### src/rtl/parity_pkg.sv
// Shared types and constants for the serial parity frame receiver.
// The line levels and default width are kept here so the checker side can share them.
package parity_pkg;

  typedef enum logic [1:0] {
    IDLE   = 2'd0,
    DATA   = 2'd1,
    PARITY = 2'd2,
    STOP   = 2'd3
  } state_e;

  localparam logic START_LVL      = 1'b0;
  localparam logic STOP_LVL       = 1'b1;
  localparam int   DEFAULT_DATA_W = 4;

endpackage

### src/rtl/parity_frame_rx_if.sv
// Bundle of the line-side inputs and frame-side outputs of parity_frame_rx.
// The master is the upstream line plus downstream consumer; the slave is the receiver.
interface parity_frame_rx_if
  import parity_pkg::*;
#(
  parameter int DATA_W = DEFAULT_DATA_W
);

  logic              bit_en;
  logic              rx;
  logic [DATA_W-1:0] data_out;
  logic              pbit_out;
  logic              frame_valid;
  logic              parity_err;
  logic              frame_err;
  logic              busy;

  modport master (
    output bit_en, rx,
    input  data_out, pbit_out, frame_valid, parity_err, frame_err, busy
  );

  modport slave (
    input  bit_en, rx,
    output data_out, pbit_out, frame_valid, parity_err, frame_err, busy
  );

endinterface

### src/rtl/parity_frame_rx.sv
// Deserialises start/data(LSB first)/parity/stop frames sampled on bit_en ticks and
// presents the last good frame with a registered valid strobe plus parity/framing flags.
module parity_frame_rx
  import parity_pkg::*;
#(
  parameter int DATA_W = DEFAULT_DATA_W
) (
  input  logic              clk,
  input  logic              rst_n,
  parity_frame_rx_if.slave  bus
);

  localparam int CNT_W = (DATA_W > 1) ? $clog2(DATA_W) : 1;

  state_e              state_q,  state_d;
  logic [CNT_W-1:0]    bitCnt_q, bitCnt_d;
  logic [DATA_W-1:0]   shift_q,  shift_d;
  logic                pbit_q,   pbit_d;
  logic [DATA_W-1:0]   dataOut_q, dataOut_d;
  logic                pbitOut_q, pbitOut_d;
  logic                valid_q,  valid_d;
  logic                parErr_q, parErr_d;
  logic                frmErr_q, frmErr_d;

  always_ff @(posedge clk or negedge rst_n) begin
    if (!rst_n) begin
      state_q   <= IDLE;
      bitCnt_q  <= '0;
      shift_q   <= '0;
      pbit_q    <= 1'b0;
      dataOut_q <= '0;
      pbitOut_q <= 1'b0;
      valid_q   <= 1'b0;
      parErr_q  <= 1'b0;
      frmErr_q  <= 1'b0;
    end else begin
      state_q   <= state_d;
      bitCnt_q  <= bitCnt_d;
      shift_q   <= shift_d;
      pbit_q    <= pbit_d;
      dataOut_q <= dataOut_d;
      pbitOut_q <= pbitOut_d;
      valid_q   <= valid_d;
      parErr_q  <= parErr_d;
      frmErr_q  <= frmErr_d;
    end
  end

  // Strobes default low so each pulse lasts exactly one clock, even if bit_en stays high.
  always_comb begin
    state_d   = state_q;
    bitCnt_d  = bitCnt_q;
    shift_d   = shift_q;
    pbit_d    = pbit_q;
    dataOut_d = dataOut_q;
    pbitOut_d = pbitOut_q;
    valid_d   = 1'b0;
    parErr_d  = 1'b0;
    frmErr_d  = 1'b0;

    if (bus.bit_en) begin
      unique case (state_q)
        IDLE: begin
          if (bus.rx == START_LVL) begin
            state_d  = DATA;
            bitCnt_d = '0;
          end
        end
        DATA: begin
          shift_d[bitCnt_q] = bus.rx;
          if (bitCnt_q == CNT_W'(DATA_W - 1)) begin
            state_d  = PARITY;
            bitCnt_d = '0;
          end else begin
            bitCnt_d = bitCnt_q + CNT_W'(1);
          end
        end
        PARITY: begin
          pbit_d  = bus.rx;
          state_d = STOP;
        end
        STOP: begin
          if (bus.rx == STOP_LVL) begin
            dataOut_d = shift_q;
            pbitOut_d = pbit_q;
            parErr_d  = (^shift_q) ^ pbit_q;
            valid_d   = 1'b1;
          end else begin
            frmErr_d  = 1'b1;
          end
          state_d = IDLE;
        end
        default: state_d = IDLE;
      endcase
    end
  end

  assign bus.data_out    = dataOut_q;
  assign bus.pbit_out    = pbitOut_q;
  assign bus.frame_valid = valid_q;
  assign bus.parity_err  = parErr_q;
  assign bus.frame_err   = frmErr_q;
  assign bus.busy        = (state_q != IDLE);

endmodule

### src/flat_wrapper.sv
// flat-port wrapper written by rule: the top's interface ports become plain ports
module parity_frame_rx_flat import parity_pkg::*;
#(
  parameter int DATA_W = DEFAULT_DATA_W
)
  (clk, rst_n, bus_bit_en, bus_rx, bus_data_out, bus_pbit_out, bus_frame_valid, bus_parity_err, bus_frame_err, bus_busy);
  parity_frame_rx_if #(.DATA_W(DATA_W)) bus_i ();
  input  logic clk;
  input  logic rst_n;
  input wire logic [$bits(bus_i.bit_en)-1:0] bus_bit_en;
  input wire logic [$bits(bus_i.rx)-1:0] bus_rx;
  output wire logic [$bits(bus_i.data_out)-1:0] bus_data_out;
  output wire logic [$bits(bus_i.pbit_out)-1:0] bus_pbit_out;
  output wire logic [$bits(bus_i.frame_valid)-1:0] bus_frame_valid;
  output wire logic [$bits(bus_i.parity_err)-1:0] bus_parity_err;
  output wire logic [$bits(bus_i.frame_err)-1:0] bus_frame_err;
  output wire logic [$bits(bus_i.busy)-1:0] bus_busy;
  assign bus_i.bit_en = bus_bit_en;
  assign bus_i.rx = bus_rx;
  assign bus_data_out = bus_i.data_out;
  assign bus_pbit_out = bus_i.pbit_out;
  assign bus_frame_valid = bus_i.frame_valid;
  assign bus_parity_err = bus_i.parity_err;
  assign bus_frame_err = bus_i.frame_err;
  assign bus_busy = bus_i.busy;
  parity_frame_rx #(.DATA_W(DATA_W)) u_core (.clk(clk), .rst_n(rst_n), .bus(bus_i));
endmodule
### config.mk
export PLATFORM = sky130hd
export DESIGN_NAME = parity_frame_rx_flat
export DESIGN_NICKNAME = d
export VERILOG_FILES = /design/src/rtl/parity_pkg.sv /design/src/rtl/parity_frame_rx_if.sv /design/src/rtl/parity_frame_rx.sv /design/src/flat_wrapper.sv
export SDC_FILE = /design/constraint.sdc
export NUM_CORES = 1
export LEC_CHECK = 0
export CAP_MARGIN = 20
export CORE_UTILIZATION = 49
export CTS_BUF_LIST = sky130_fd_sc_hd__clkbuf_2 sky130_fd_sc_hd__clkbuf_4 sky130_fd_sc_hd__clkbuf_8
export DETAILED_ROUTE_END_ITERATION = 8
export PLACE_DENSITY = 0.75
export SLEW_MARGIN = 20
export SYNTH_ARGS = -nofsm -noshare
export SYNTH_HDL_FRONTEND = slang
export SYNTH_SLANG_ARGS = --single-unit
### constraint.sdc
create_clock -name clk -period 1.5 [get_ports clk]
set_input_delay 0.3 -clock clk [delete_from_list [all_inputs] [get_ports clk]]
set_output_delay 0.3 -clock clk [all_outputs]
set_load 0.03 [all_outputs]
## After elaboration in Yosys (flattened, before gate mapping)

Index checks and enable logic that the tools add are counted.

| storage, ports and cells | value |
|---|---|
| register bits | 17 |
| output and inout port bits | 9 |
| input bits | 4 |

| operators by class | value |
|---|---|
| bitwise logic cells | 1 |
| mux-type cells | 18 |
| add/sub/neg operators | 1 |
| eq/ne operators | 6 |
| reduce and logical (&&, ||, !) cells | 10 |
| $lt $le $gt $ge | 2 |

Operator list:

| operator | count |
|---|---|
| 1-bit two-way mux | 10 |
| 3-bit AND reduction | 3 |
| 2-bit two-way mux | 4 |
| 2-bit case mux with 4 select lines | 1 |
| 2-bit equality test, second input constant | 3 |
| 4-bit bitwise mux | 1 |
| 2-bit case mux with 2 select lines | 1 |
| 2-bit AND reduction | 2 |
| 2-bit nonzero test | 2 |
| 4-bit XOR reduction | 1 |
| 2-bit by 3-bit < comparator with 1-bit output, second input constant | 1 |
| 2-bit by 1-bit adder with 2-bit output, second input constant | 1 |
| 1-bit demux with 2-bit select | 1 |
| 2-bit by 1-bit equality test with 1-bit output, second input constant | 1 |
| 2-bit by 1-bit greater-or-equal comparator with 1-bit output, second input constant | 1 |
| 2-bit zero test | 1 |
| 2-bit by 1-bit inequality test with 1-bit output, second input constant | 1 |
| 2-bit inequality test, second input constant | 1 |
| 1-bit logical AND | 1 |
| 1-bit bitwise XOR | 1 |

## Depth between registers and ports, before layout

Gate-level depths: netlist of the first run.

| depth | value |
|---|---|
| depth in word-level cells | 5 |
| gate-level depth with buffers | 6 |

## Least setup slack after synthesis of the first run

OpenSTA, ideal clock, no wires.

| timing | value |
|---|---|
| kind | reg2reg |
| from | register u_core.state_q[0] |
| to | register u_core.state_q[1] |
| slack | 70 ps |
| cell stages (with the launch flop) | 6 |
| arrival | 1305 ps |
| path buffers | 0 |
| required time | 1375 ps |
| cell sequence | dfrtp_1 -> inv_1 -> ha_1 -> a21bo_1 -> a21o_1 -> mux2_4 |

| on the way | value |
|---|---|
| longest elaborated chain between the ends | 3 |
| elaborated cells on any way between the ends | 8 |

Ends and longest elaborated chain:

| what | line | RTL |
|---|---|---|
| start: declaration | parity_frame_rx.sv:15 | `state_e state_q, state_d;` |
| start signal: assignment | parity_frame_rx.sv:37 | `state_q <= state_d;` |
| 2-bit by 1-bit equality test with 1-bit output / 2-bit zero test (equally long branches) | parity_frame_rx.sv:62 | `unique case (state_q)` |
| 2-bit by 1-bit inequality test with 1-bit output (no source line) / 2-bit inequality test (equally long branches) | -- |  |
| 3-bit AND reduction (no source line) | -- |  |

Parallel ways exist; a longest one is shown, timed or not.
A chain may end at the register's enable or synchronous reset.

## Worst setup path in the final report of the first run

Ends and elaborated chain as after synthesis.

==> results.ini, run 1 <==
[yosys]
synthesis.nets = 82
synth.most_common_cell = dfrtp_1
synth.distinct_cells = 19
synth_top_area_cell = dfrtp_1
syn_avg_cell_area_um2 = 12.2
ys_seq_area_share_pct = 49.6
synthFlopType = dfrtp_1
syn_inst = 70
ys_top_cells_by_count = dfrtp_1, mux2_2, ha_1, inv_1, nand2_1
synth_seq_cells = 17
netlist_area_um2 = 857
ys_warn_count = 0
yosys-top-cells-area = dfrtp_1, mux2_2, ha_1, inv_1, nand2_1
synth_top_area_share_pct = 49.6
synthArstFlopShare_pct = 100
synth_edf_count = 0

[clock_tree]
cts.reportedPaths.clkPinSlew_ns = 0.10
insertion_delay_ns = 0.29
clockBufferDepth = 2
cts_tree = yes
numCtsBuffers = 3
cts-htree-levels = 1
cts_sinks = 17
cts_root_buf = clkbuf_4

[critical_path]
path_cells = buf_4, ha_2, buf_4, a21o_1, mux2_4
arrival_ns = 1.64
critPathKind = flop to flop
reg2reg_depth = 5
path_delay_family = flip-flops
end_kind = flop
reg2reg_to = u_core.state_q[1]
path_max_fanout = 4
crit_start = u_core.state_q[0]
rrSetupSlack_ns = 0.04
r2r_start = u_core.state_q[0]
cpPeakStageDelay_ns = 0.40
crit_required_ns = 1.68
cp-start-kind = flop
critPathSlowestCell = dfrtp_1
path_buf_inv = 2
cpMostUsedCell = buf_4

[floorplanning]
die-height_um = 43.8
core-area_um2 = 1580
die-width_um = 43.8
dieArea_um2 = 1920
row_count = 14
initial_core_util_pct = 54.4
num_io_pins = 13

[finish]
postLayoutCoreUtil_pct = 71.2
area_growth_pct = 30.9
stdcell_count = 111
diodes = 0
layout-drive-gt1-share_pct = 35.8
layout.nets = 108

[routing]
vias = 585
wl_per_cell_um = 15.8
drc_errors = 1
dr.pass1.iters = 5
wl_um = 1750
viasPerCell = 5.27
ant_nets = 0
drt_iter0_markers = 3

[placement]
gp_congestion = 0.733
io_buffers = 12
post-place-ws_ns = -0.154
dp_hpwl_um = 1220
dp_cells = 105

[flow_run]
maxCapViolations = 0

[timing]
finalHoldViolCount = 0
tightest_slew_ns = 0.305
worst_slack_ns = 0.0381
fmax_mhz = 684
fin_tns_setup_ns = 0
fin_crit_sh_pct = 97.5
finalMaxSlewViolations = 0
relSlewSlack_pct = 79.8
clock_skew_ns = 0.00445
fin_crit_ns = 1.46
setup_viol = 0

[grt]
track_usage_pct = 21.2
grt_pass1_vias = 625
grt_pass1_wl_um = 2900
antenna_found_initial = 0
grt_start_max_net_pins = 18
grt.overflow.total = 0

[worst_hold_path]
hp-class = input pin to asynchronous set/reset pin

[power]
leakage_nw = 0.587
power.density_nw_per_um2 = 2160
power.total_mw = 2.42
ir_drop_mv = 1.33

[outcome]
violations = DRC
status = complete, but fails checks

sequential cells by signal, summed over array words and instances (netlist names), 2 cells and up:
name / cells
u_core.state_q: 2
u_core.shift_q: 4
u_core.bus.data_out: 4
u_core.bitCnt_q: 2
layer usage:
layer	routed length, µm	global-route usage [%]	vias up
li1	-	-	287
met1	726	28.4	281
met2	938	33.4	13
met3	53	4.17	4
met4	34	9.38	0
met5	0	0	-
worst reg2reg max path, cell delays in order (launching register included):
cell and delay, ns:
dfrtp_1 0.40, buf_4 0.14, ha_2 0.18, buf_4 0.15, a21o_1 0.18, mux2_4 0.30
cell usage in the layout (no fill, tap or decap):
cell type	count
dfrtp_1	17
mux2_2	10
buf_4	10
dlygate4sd2_1	8
nand2_1	6
ha_1	6
inv_1	5
nor2_1	4
clkbuf_4	4
clkdlybuf4s50_1	3
inv_2	2
xnor2_1	2
a2bb2oi_1	2
buf_6	2
nand3_2	1
xnor3_1	1
a21bo_1	1
a21o_1	1
mux2i_1	1
and2_4	1
and3b_1	1
a22oi_2	1
o21ai_1	1
mux2_4	1
a22oi_1	1
o21ai_0	1
ha_4	1
ha_2	1
power by group:
group	internal, mW	switching [mW]
Clock	0.121	0.145
Sequential	0.659	0.158
Combinational	0.694	0.648
per-stage QoR:
step | hold slack, ns | cell area, µm²
5_1_grt | 0.342 | 1120
3_3_place_gp | 0.488 | 1050
6_report | 0.319 | 1120
3_5_place_dp | 0.496 | 1050
4_1_cts | 0.326 | 1100
2_1_floorplan | 0.00441 | 857
final cells by class:
type / count / area (µm²)
well taps: 16 / 20.0
clock buffers: 4 / 30.0
multi-input cells: 44 / 423
flip-flops and latches: 17 / 425
fillers: 110 / 454
inverters: 7 / 26.3
repair buffers: 23 / 198
worst max path at each step:
stage | end | depth (start not counted)
floorplan | u_core.state_q[1] | 5
global placement | u_core.state_q[1] | 4
detailed placement | u_core.state_q[1] | 4
CTS | u_core.state_q[1] | 5
global route | u_core.bitCnt_q[1] | 6
finish | u_core.state_q[1] | 5
kinds of logic (layout without fill, tap and decap cells):
group,after synthesis,in the layout,synth area share (%)
xor+xnor,3,3,4.67
simple gates,13,13,6.71
mux,12,12,16.1
buf+inv,9,34,4.23
fa+ha+maj,8,8,11.7
flops,17,17,49.6
compound gates,8,8,7.01
timing repair:
item                       CTS  global route
setup endpoints to repair   10            12
setup buffers                3             0
hold buffers                 0             0
resized for setup           14             6
Note: power is estimated with default switching activity, not from simulation.
==> run 2, diff against run 1 <==
--- a/config.mk
+++ b/config.mk
@@ -5,7 +5,7 @@
 export SDC_FILE = /design/constraint.sdc
 export NUM_CORES = 1
 export LEC_CHECK = 0
-export CAP_MARGIN = 20
+export CORE_MARGIN = 4
 export CORE_UTILIZATION = 49
 export CTS_BUF_LIST = sky130_fd_sc_hd__clkbuf_2 sky130_fd_sc_hd__clkbuf_4 sky130_fd_sc_hd__clkbuf_8
 export DETAILED_ROUTE_END_ITERATION = 8
==> results.ini, run 2 (synthesis results as in run 1) <==
[critical_path]
reg2reg_to = u_core.state_q[1]
critPathKind = flop to flop
end_kind = flop
r2r_start = u_core.state_q[0]
crit_required_ns = 1.68
reg2reg_depth = 5
cp-start-kind = flop
path_max_fanout = 4
rrSetupSlack_ns = 0.05
arrival_ns = 1.63

[floorplanning]
row_count = 14
dieArea_um2 = 2480
num_io_pins = 13
initial_core_util_pct = 54.4
core-area_um2 = 1580
die-width_um = 49.8
die-height_um = 49.8

[clock_tree]
holdBufCountCts = 0
cts-htree-levels = 1
cts.reportedPaths.clkPinSlew_ns = 0.10
cts_sinks = 17
insertion_delay_ns = 0.28
cts_tree = yes
numCtsBuffers = 3
cts_root_buf = clkbuf_4
clockBufferDepth = 2

[grt]
grt.overflow.total = 0
track_usage_pct = 15.1
grt_pass1_wl_um = 2930
grt_pass1_vias = 680
grt_start_max_net_pins = 18
antenna_found_initial = 0

[timing]
setup_viol = 0
rsz0062_at_grt = no
fin_crit_sh_pct = 96.4
fmax_mhz = 692
relSlewSlack_pct = 79.4
fin_crit_ns = 1.45
finalHoldViolCount = 0
fin_tns_setup_ns = 0
finalMaxSlewViolations = 0
tightest_slew_ns = 0.310
clock_skew_ns = 0.00633

[routing]
ant_nets = 0
viasPerCell = 5.32
vias = 590
dr.pass1.iters = 4
drt_iter0_markers = 9
drc_errors = 0
wl_per_cell_um = 14.1
wl_um = 1570

[placement]
io_buffers = 12
gp_congestion = 0.750
dp_hpwl_um = 1260

[worst_hold_path]
hp-class = input pin to asynchronous set/reset pin

[finish]
num-fill-cells = 124
final_common_cell = dfrtp_1
layout_common_cells = dfrtp_1, mux2_2, buf_4
layout-drive-gt1-share_pct = 35.8
regArea_um2 = 425
area_growth_pct = 30.4
layout.nets = 108
postLayoutCoreUtil_pct = 70.9
diodes = 0
multi_input_area_um2 = 418

[power]
power.density_nw_per_um2 = 2140
ir_drop_mv = 1.09
leakage_nw = 0.586
power.total_mw = 2.39

[flow_run]
maxCapViolations = 0

[outcome]
status = complete, no violations

[run 2: layout make-up]
type                       instances  area share [%]
timing repair buffer              23            17.7
tap                               16            1.79
multi-input combinational         44            37.4
sequential                        17            38.1
inverter                           7            2.35
clock buffer                       4            2.69
[run 2: how the worst max path moves through the flow]
stage	startpoint	end	slack (ns)
after floorplan	u_core.state_q[0]	u_core.state_q[1]	0.07
after global placement	bus_rx	u_core.state_q[1]	-0.1
after detailed placement	bus_bit_en	u_core.bitCnt_q[0]	-0.15
after CTS	u_core.state_q[1]	bus_busy	0.005
after global routing	u_core.state_q[0]	u_core.state_q[1]	0.0007
final	u_core.state_q[0]	u_core.state_q[1]	0.05
[run 2: stage by stage]
step | instances | area, µm² | hold slack, ns | worst slack, ns
global route | 111 | 1120 | 0.346 | 0.000651
global placement | 105 | 1050 | 0.489 | -0.0997
detailed placement | 105 | 1050 | 0.499 | -0.148
CTS | 112 | 1110 | 0.332 | 0.00465
floorplan | 70 | 857 | 0.00441 | 0.0703
finish | 111 | 1120 | 0.327 | 0.0545
[run 2: repair_timing]
action / in CTS / in global routing
gates cloned: 0 / 0
buffers inserted: 3 / 0
endpoints found under the setup margin: 10 / 14
resized for setup: 17 / 4
pin swaps: 0 / 1
[run 2: per-layer routing]
layer / GRT usage, % / vias to the layer above / routed length (µm)
met3: 2.71 / 0 / 40
li1: - / 280 / -
met5: 0 / - / 0
met1: 17.3 / 302 / 660
met2: 28.2 / 8 / 868
met4: 4.15 / 0 / 0
[run 2: power breakdown]
| group | total [mW] | switching (mW) | internal (mW) |
|---|---|---|---|
| Sequential | 0.809 | 0.150 | 0.659 |
| Combinational | 1.32 | 0.635 | 0.688 |
| Clock | 0.256 | 0.134 | 0.121 |
[run 2: critical path, cell delays in order, from the launching register on]
cell	delay [ns]
dfrtp_1	0.41
buf_4	0.14
ha_2	0.17
buf_4	0.14
a21o_1	0.18
mux2_4	0.29
==> RTL change 1 (config.mk and constraints of run 2) <==
The package constant `DEFAULT_DATA_W` goes from 4 to 2.
--- a/src/rtl/parity_pkg.sv
+++ b/src/rtl/parity_pkg.sv
@@ -13,3 +13,3 @@
   localparam logic STOP_LVL       = 1'b1;
-  localparam int   DEFAULT_DATA_W = 4;
+  localparam int   DEFAULT_DATA_W = 2;
 
Ports: changed (resized bus_data_out); port bits go from 13 to 11. No check against the original RTL was run, so the function may have changed too.
==> RTL change 1 against run 2 <==
Sequential share of layout area fell by 1.2 points; clock skew fell by 0.0015 ns; area after synthesis fell by 30%; combinational power fell by 35%; fmax fell by 2.8%; global-route usage fell by 1.1 points; critical path type unchanged; worst setup slack got worse by 0.042 ns; critical path depth did not move; total power fell by 30%; sequential cell count fell by 5; routed wire length fell by 31%; synthesized cell count fell by 31%; largest cell class unchanged; design area fell by 27%.
==> RTL change 1: results (changes against run 2) <==
OUTCOME='finished, final reports clean'
USE_MET2_PCT=21.56  # -6.6 points
N_FILL_CELL=90  # -27%
FINISH.CELL_COUNT_WITHOUT_FILLERS=83  # -25%
GLOBALROUTETOTALUTIL_PCT=13.97  # -1.1 points
WORST_MARGIN_SLEW_NS=0.5350  # +0.2247 ns
SYNTH_COMPOUND_GATE_AREA_SHARE_PCT=2.923  # -4.1 points
YOSYS-TOP-CELLS-COUNT='12 x sky130_fd_sc_hd__dfrtp_1, 5 x sky130_fd_sc_hd__nand2_1, 5 x sky130_fd_sc_hd__nor2_1'
MET3_USAGE_PCT=5.508  # +2.8 points
STATIC-LEAKAGE-POWER_uW=0.0004209  # -28%
FIRST_PASS_ITERS=3  # -1
MUXSHAREOFSYNTHAREA_PCT=19.00  # +2.9 points
FINCLKSKEW_NS=0.004819  # -0.001508 ns
POWER.IR.VDD_WORST_uV=1077  # -1.2%
PIN_COUNT_OF_THE_BIGGEST_NET_ENTERING_GLOBAL_ROUTING=13  # -5
POST_SYNTH_FA_HA_MAJ_AREA_FRACTION_PCT=8.351  # -3.3 points
SYN-INSTANCE-COUNT=48  # -31%
GPL.FINAL_WEIGHTED_CONGESTION=0.6820  # -9.1%
CLOCK_EDGE_TRANSITION_AT_THE_REGISTERS_ON_THE_REPORTED_SETUP_AND_HOLD_PATHS_NS=0.08  # -0.02 ns
FIN_NETS=78  # -28%
GLOBAL_ROUTE_WIRE_LENGTH_BEFORE_REPAIR_MICRONS=1842  # -37%
WORSTPATHARRIVAL_NS=1.65  # +0.02 ns
YOSYS-TOP-CELLS-AREA='sky130_fd_sc_hd__dfrtp_1 50%, sky130_fd_sc_hd__mux2_4 10%, sky130_fd_sc_hd__ha_1 8.4%, sky130_fd_sc_hd__mux2_2 5.6%, sky130_fd_sc_hd__mux2i_1 3.3%'
FIRST_GLOBAL_VIAS=402  # -41%
VIAS_PER_CELL=4.867  # -8.4%
PORT_BUFFERS=10  # -2
-- RTL change 1: what timing repair did --
action	CTS	global route
endpoints found under the hold margin	0	0
resized for setup	9	2
setup buffers	0	2
setup endpoints to repair	7	2
-- RTL change 1: layer usage --
metal | vias to the layer above | routed length [microns]
met4 | 0 | 16
met3 | 2 | 57
li1 | 201 | -
met2 | 8 | 517
met5 | - | 0
met1 | 193 | 489
-- RTL change 1: path summary, 6_finish.rpt --
check	start	to	slack, ns
worst max register to register	u_core.state_q[1]	u_core.state_q[1]	0.01
worst min-delay path	rst_n	u_core.bus.data_out[1]	0.37
worst min register to register	u_core.bus.data_out[0]	u_core.bus.data_out[0]	0.51
worst max-delay path	u_core.state_q[1]	u_core.state_q[1]	0.01
max in group asynchronous	rst_n	u_core.bus.data_out[0]	0.77
min in group clk	u_core.bus.data_out[0]	u_core.bus.data_out[0]	0.51
-- RTL change 1: cells by family after synthesis --
family | after synthesis
AND/OR/NAND/NOR | 14
flip-flops | 12
multiplexers | 9
buffers and inverters | 5
adder cells (fa/ha/maj) | 4
AO/OA/AOI/OAI | 2
XOR/XNOR | 2
-- RTL change 1: cell type report --
type	count	area (sq um)	area share, %
Clock buffer	4	36.28	4.455
Inverter	4	15.01	1.843
Multi-Input combinational cell	31	291.5	35.79
Sequential cell	12	300.3	36.87
Tap cell	14	17.52	2.151
Timing Repair Buffer	18	153.9	18.89
-- RTL change 1: per-stage QoR --
step                      setup WS, ns  TNS [ns]  util [%]  hold WS, ns  cell area (sq um)
after floorplan                 0.1183         0         -     0.004409              599.3
after global placement        -0.01799  -0.04290     66.78       0.4920              752.0
after detailed placement      -0.02432  -0.06632     66.78       0.5055              752.0
after CTS                      0.02839         0     70.44       0.3802              793.3
after global routing          -0.01911  -0.02169     72.33       0.3985              814.5
final                          0.01217         0     72.33       0.3698              814.5
-- RTL change 1: critical path, cell delays in order (launching register included) --
cell,delay [ns]
sky130_fd_sc_hd__dfrtp_1,0.38
sky130_fd_sc_hd__inv_1,0.12
sky130_fd_sc_hd__ha_2,0.22
sky130_fd_sc_hd__or2b_1,0.25
sky130_fd_sc_hd__nand3_2,0.11
sky130_fd_sc_hd__mux2_4,0.30
-- RTL change 1: power groups by stage --
stage	clock network [uW]	registers, uW	logic [uW]
4_1_cts	262	562	807
6_report	256	562	862
3_3_place_gp	0	562	791
5_1_grt	283	580	938
2_1_floorplan	0	654	463
3_5_place_dp	0	567	806
==> RTL change 2 (settings of run 2) <==
Made on the original files. Make the reset (`rst_n`) synchronous in one clocked block.
--- a/src/rtl/parity_frame_rx.sv
+++ b/src/rtl/parity_frame_rx.sv
@@ -24,3 +24,3 @@
 
-  always_ff @(posedge clk or negedge rst_n) begin
+  always_ff @(posedge clk) begin
     if (!rst_n) begin
Formal check against the unedited RTL: differs if rst_n is asserted again (counterexample within 4 cycles, from zero or initial values and one cycle with rst_n low); with rst_n held inactive, the same outputs for 10 cycles.
==> RTL change 2 against run 2 <==
Via count grew 5.8%; sequential cell count unchanged; clock skew down 0.0036 ns; die area down 0.12%; area after synthesis down 0.15%; routed wire length grew 1.8%; worst setup slack improved by 0.026 ns; design area is 6.8% lower; first-iteration DRC count is the same; critical path type is now reg -> out; highest routed layer is now met4.
Power is not compared: it rests on default switching activity, and its combinational part moved more than twofold at a synthesized area within 25%.
==> RTL change 2: results (changes against run 2) <==
MAXSLEWHEADROOM_PCT=74.27  # -5.1 points
POST_SYNTH_FA_HA_MAJ_AREA_FRACTION_PCT=13.16  # +1.5 points
VIAS_PER_CELL=5.200  # -2.2%
GLOBAL_ROUTE_WIRE_LENGTH_BEFORE_REPAIR_MICRONS=2953  # +0.96%
SYNTH_TOP_FLOP_CELL='sky130_fd_sc_hd__dfxtp_1'
FINALWIRELENGTH_MICRONS=1597  # +1.8%
MUXSHAREOFSYNTHAREA_PCT=11.70  # -4.4 points
FIRST_GLOBAL_VIAS=652  # -4.1%
GPL.FINAL_WEIGHTED_CONGESTION=0.7389  # -1.5%
POST-CTS-SETUP-BUFFERS=0  # -3
YOSYS-TOP-CELLS-AREA='sky130_fd_sc_hd__dfxtp_1 40%, sky130_fd_sc_hd__ha_1 13%, sky130_fd_sc_hd__mux2i_1 12%, sky130_fd_sc_hd__nor2_1 5.7%, sky130_fd_sc_hd__nand3_1 4.1%'
CRIT_PATH_MAX_FANOUT=5  # +1
POSTSYNTH.ASYNCRESETSHARE_PCT=0  # -100 points
WORSTHOLDPATHCELLS=2
CTS-ROOT-BUF='sky130_fd_sc_hd__clkbuf_4'
YOSYS-TOP-CELLS-COUNT='17 x sky130_fd_sc_hd__dfxtp_1, 13 x sky130_fd_sc_hd__nor2_1, 10 x sky130_fd_sc_hd__mux2i_1'
PLACE_AREA_SQ_UM=1003  # -4.6%
CRIT_FAMILY='flip-flops'
CLOCK_EDGE_TRANSITION_AT_THE_REGISTERS_ON_THE_REPORTED_SETUP_AND_HOLD_PATHS_NS=0.10  # about the same
SYN_NETS=100  # +22%
SHARE_OF_FINAL_LAYOUT_STANDARD_CELLS_STRONGER_THAN_DRIVE_STRENGTH_1_PCT=18.27  # -18 points
N_FILL_CELL=147  # +19%
H-TREE-DEPTH=1  # unchanged
STATIC-LEAKAGE-POWER_uW=0.0005343
HOLD_CLASS='reg -> reg'
SYNTH_XOR_XNOR_AREA_SHARE_PCT=4.678  # +0.0068 points
HPWLAFTERDP_MICRONS=1182  # -6.4%
CP_SLOWEST_CELL='sky130_fd_sc_hd__dfxtp_2'
SYNTHESIS.AREA_PER_INSTANCE_SQ_UM=9.837  # -20%
MAX-CLOCK-PATH-BUFFERS=2  # unchanged
DETAILROUTE.VIA_COUNT=624  # +5.8%
SYNTH_COMPOUND_GATE_AREA_SHARE_PCT=10.53  # +3.5 points
YS_SEQ_AREA_SHARE_PCT=39.77  # -9.9 points
FINCLKSKEW_NS=0.002761  # -0.003565 ns
PIN_COUNT_OF_THE_BIGGEST_NET_ENTERING_GLOBAL_ROUTING=13  # -5
SLOWEST_DELAY_NS=0.35  # -0.06 ns
POWER.IR.VDD_WORST_uV=598.0
OUTCOME='finished, final reports clean'
GRT_ANTENNA_BEFORE_REPAIR=0  # unchanged
SYNTHESIS.YOSYS.WARNINGS=0  # unchanged
COUNT_OF_UNIQUE_LIBRARY_CELLS_INSTANTIATED_BY_YOSYS=25  # +6
GLOBALROUTETOTALUTIL_PCT=15.88  # +0.81 points
DP.CELLS=116  # +10%
-- RTL change 2: changes by cell type in the layout (fill, tap and decap cells not counted), sizes merged, moves of 3 or more --
cell	run 2	this run
dfrtp	17	0
nand3	1	8
buf	12	6
mux2	11	0
nor2	4	13
dfxtp	0	17
a21oi	0	3
nand2	6	2
mux2i	1	10
-- RTL change 2: layout make-up --
class | instances | area [sq um] | share of cell area, %
Clock buffer | 4 | 30.03 | 2.885
Inverter | 7 | 26.28 | 2.524
Multi-Input combinational cell | 59 | 476.7 | 45.79
Sequential cell | 17 | 342.8 | 32.93
Tap cell | 16 | 20.02 | 1.923
Timing Repair Buffer | 17 | 145.1 | 13.94
-- RTL change 2: path summary, 6_finish.rpt --
kind                                             start                endpoint  slack, ns
worst max register to register       u_core.state_q[1]       u_core.state_q[1]       0.22
worst min-delay path            u_core.bus.data_out[2]  u_core.bus.data_out[2]       0.50
worst min register to register  u_core.bus.data_out[2]  u_core.bus.data_out[2]       0.50
worst max-delay path                 u_core.state_q[0]                bus_busy       0.08
-- RTL change 2: cells by family after synthesis --
kind of cell / Yosys count
AO/OA/AOI/OAI: 11
XOR/XNOR: 3
adder cells (fa/ha/maj): 9
buffers and inverters: 11
flip-flops: 17
multiplexers: 10
AND/OR/NAND/NOR: 26
-- RTL change 2: worst min-delay path, stage by stage, from the launching register on --
cell,delay [ns]
sky130_fd_sc_hd__dfxtp_1,0.34
sky130_fd_sc_hd__mux2i_1,0.07
sky130_fd_sc_hd__nor2_1,0.07
-- RTL change 2: power groups by stage --
stage	sequential, uW	combinational (uW)	clock, uW
2_1_floorplan	477	89.6	0
3_3_place_gp	479	126	0
3_5_place_dp	479	129	0
4_1_cts	470	138	272
5_1_grt	472	154	296
6_report	471	138	265
-- RTL change 2: timing repair --
item	4_1_cts	5_1_grt
endpoints found under the setup margin	9	5
hold buffers	0	0
gates resized for setup	11	4
-- RTL change 2: metrics by stage --
step,TNS [ns],utilization (%),setup slack (ns)
floorplan,0,-,0.2216
global placement,-0.01905,63.65,-0.007120
detailed placement,-0.2773,63.65,-0.05145
CTS,0,65.79,0.008042
global route,0,66.03,0.02496
finish,0,66.03,0.08030
-- RTL change 2: routing by layer --
metal  up-vias  routed length, microns  GRT usage, %
met1       281                     733         18.45
met4         0                      38         9.677
met3         6                      48         2.711
met2        10                     776         26.87
met5         -                       0             0
li1        327                       -             -
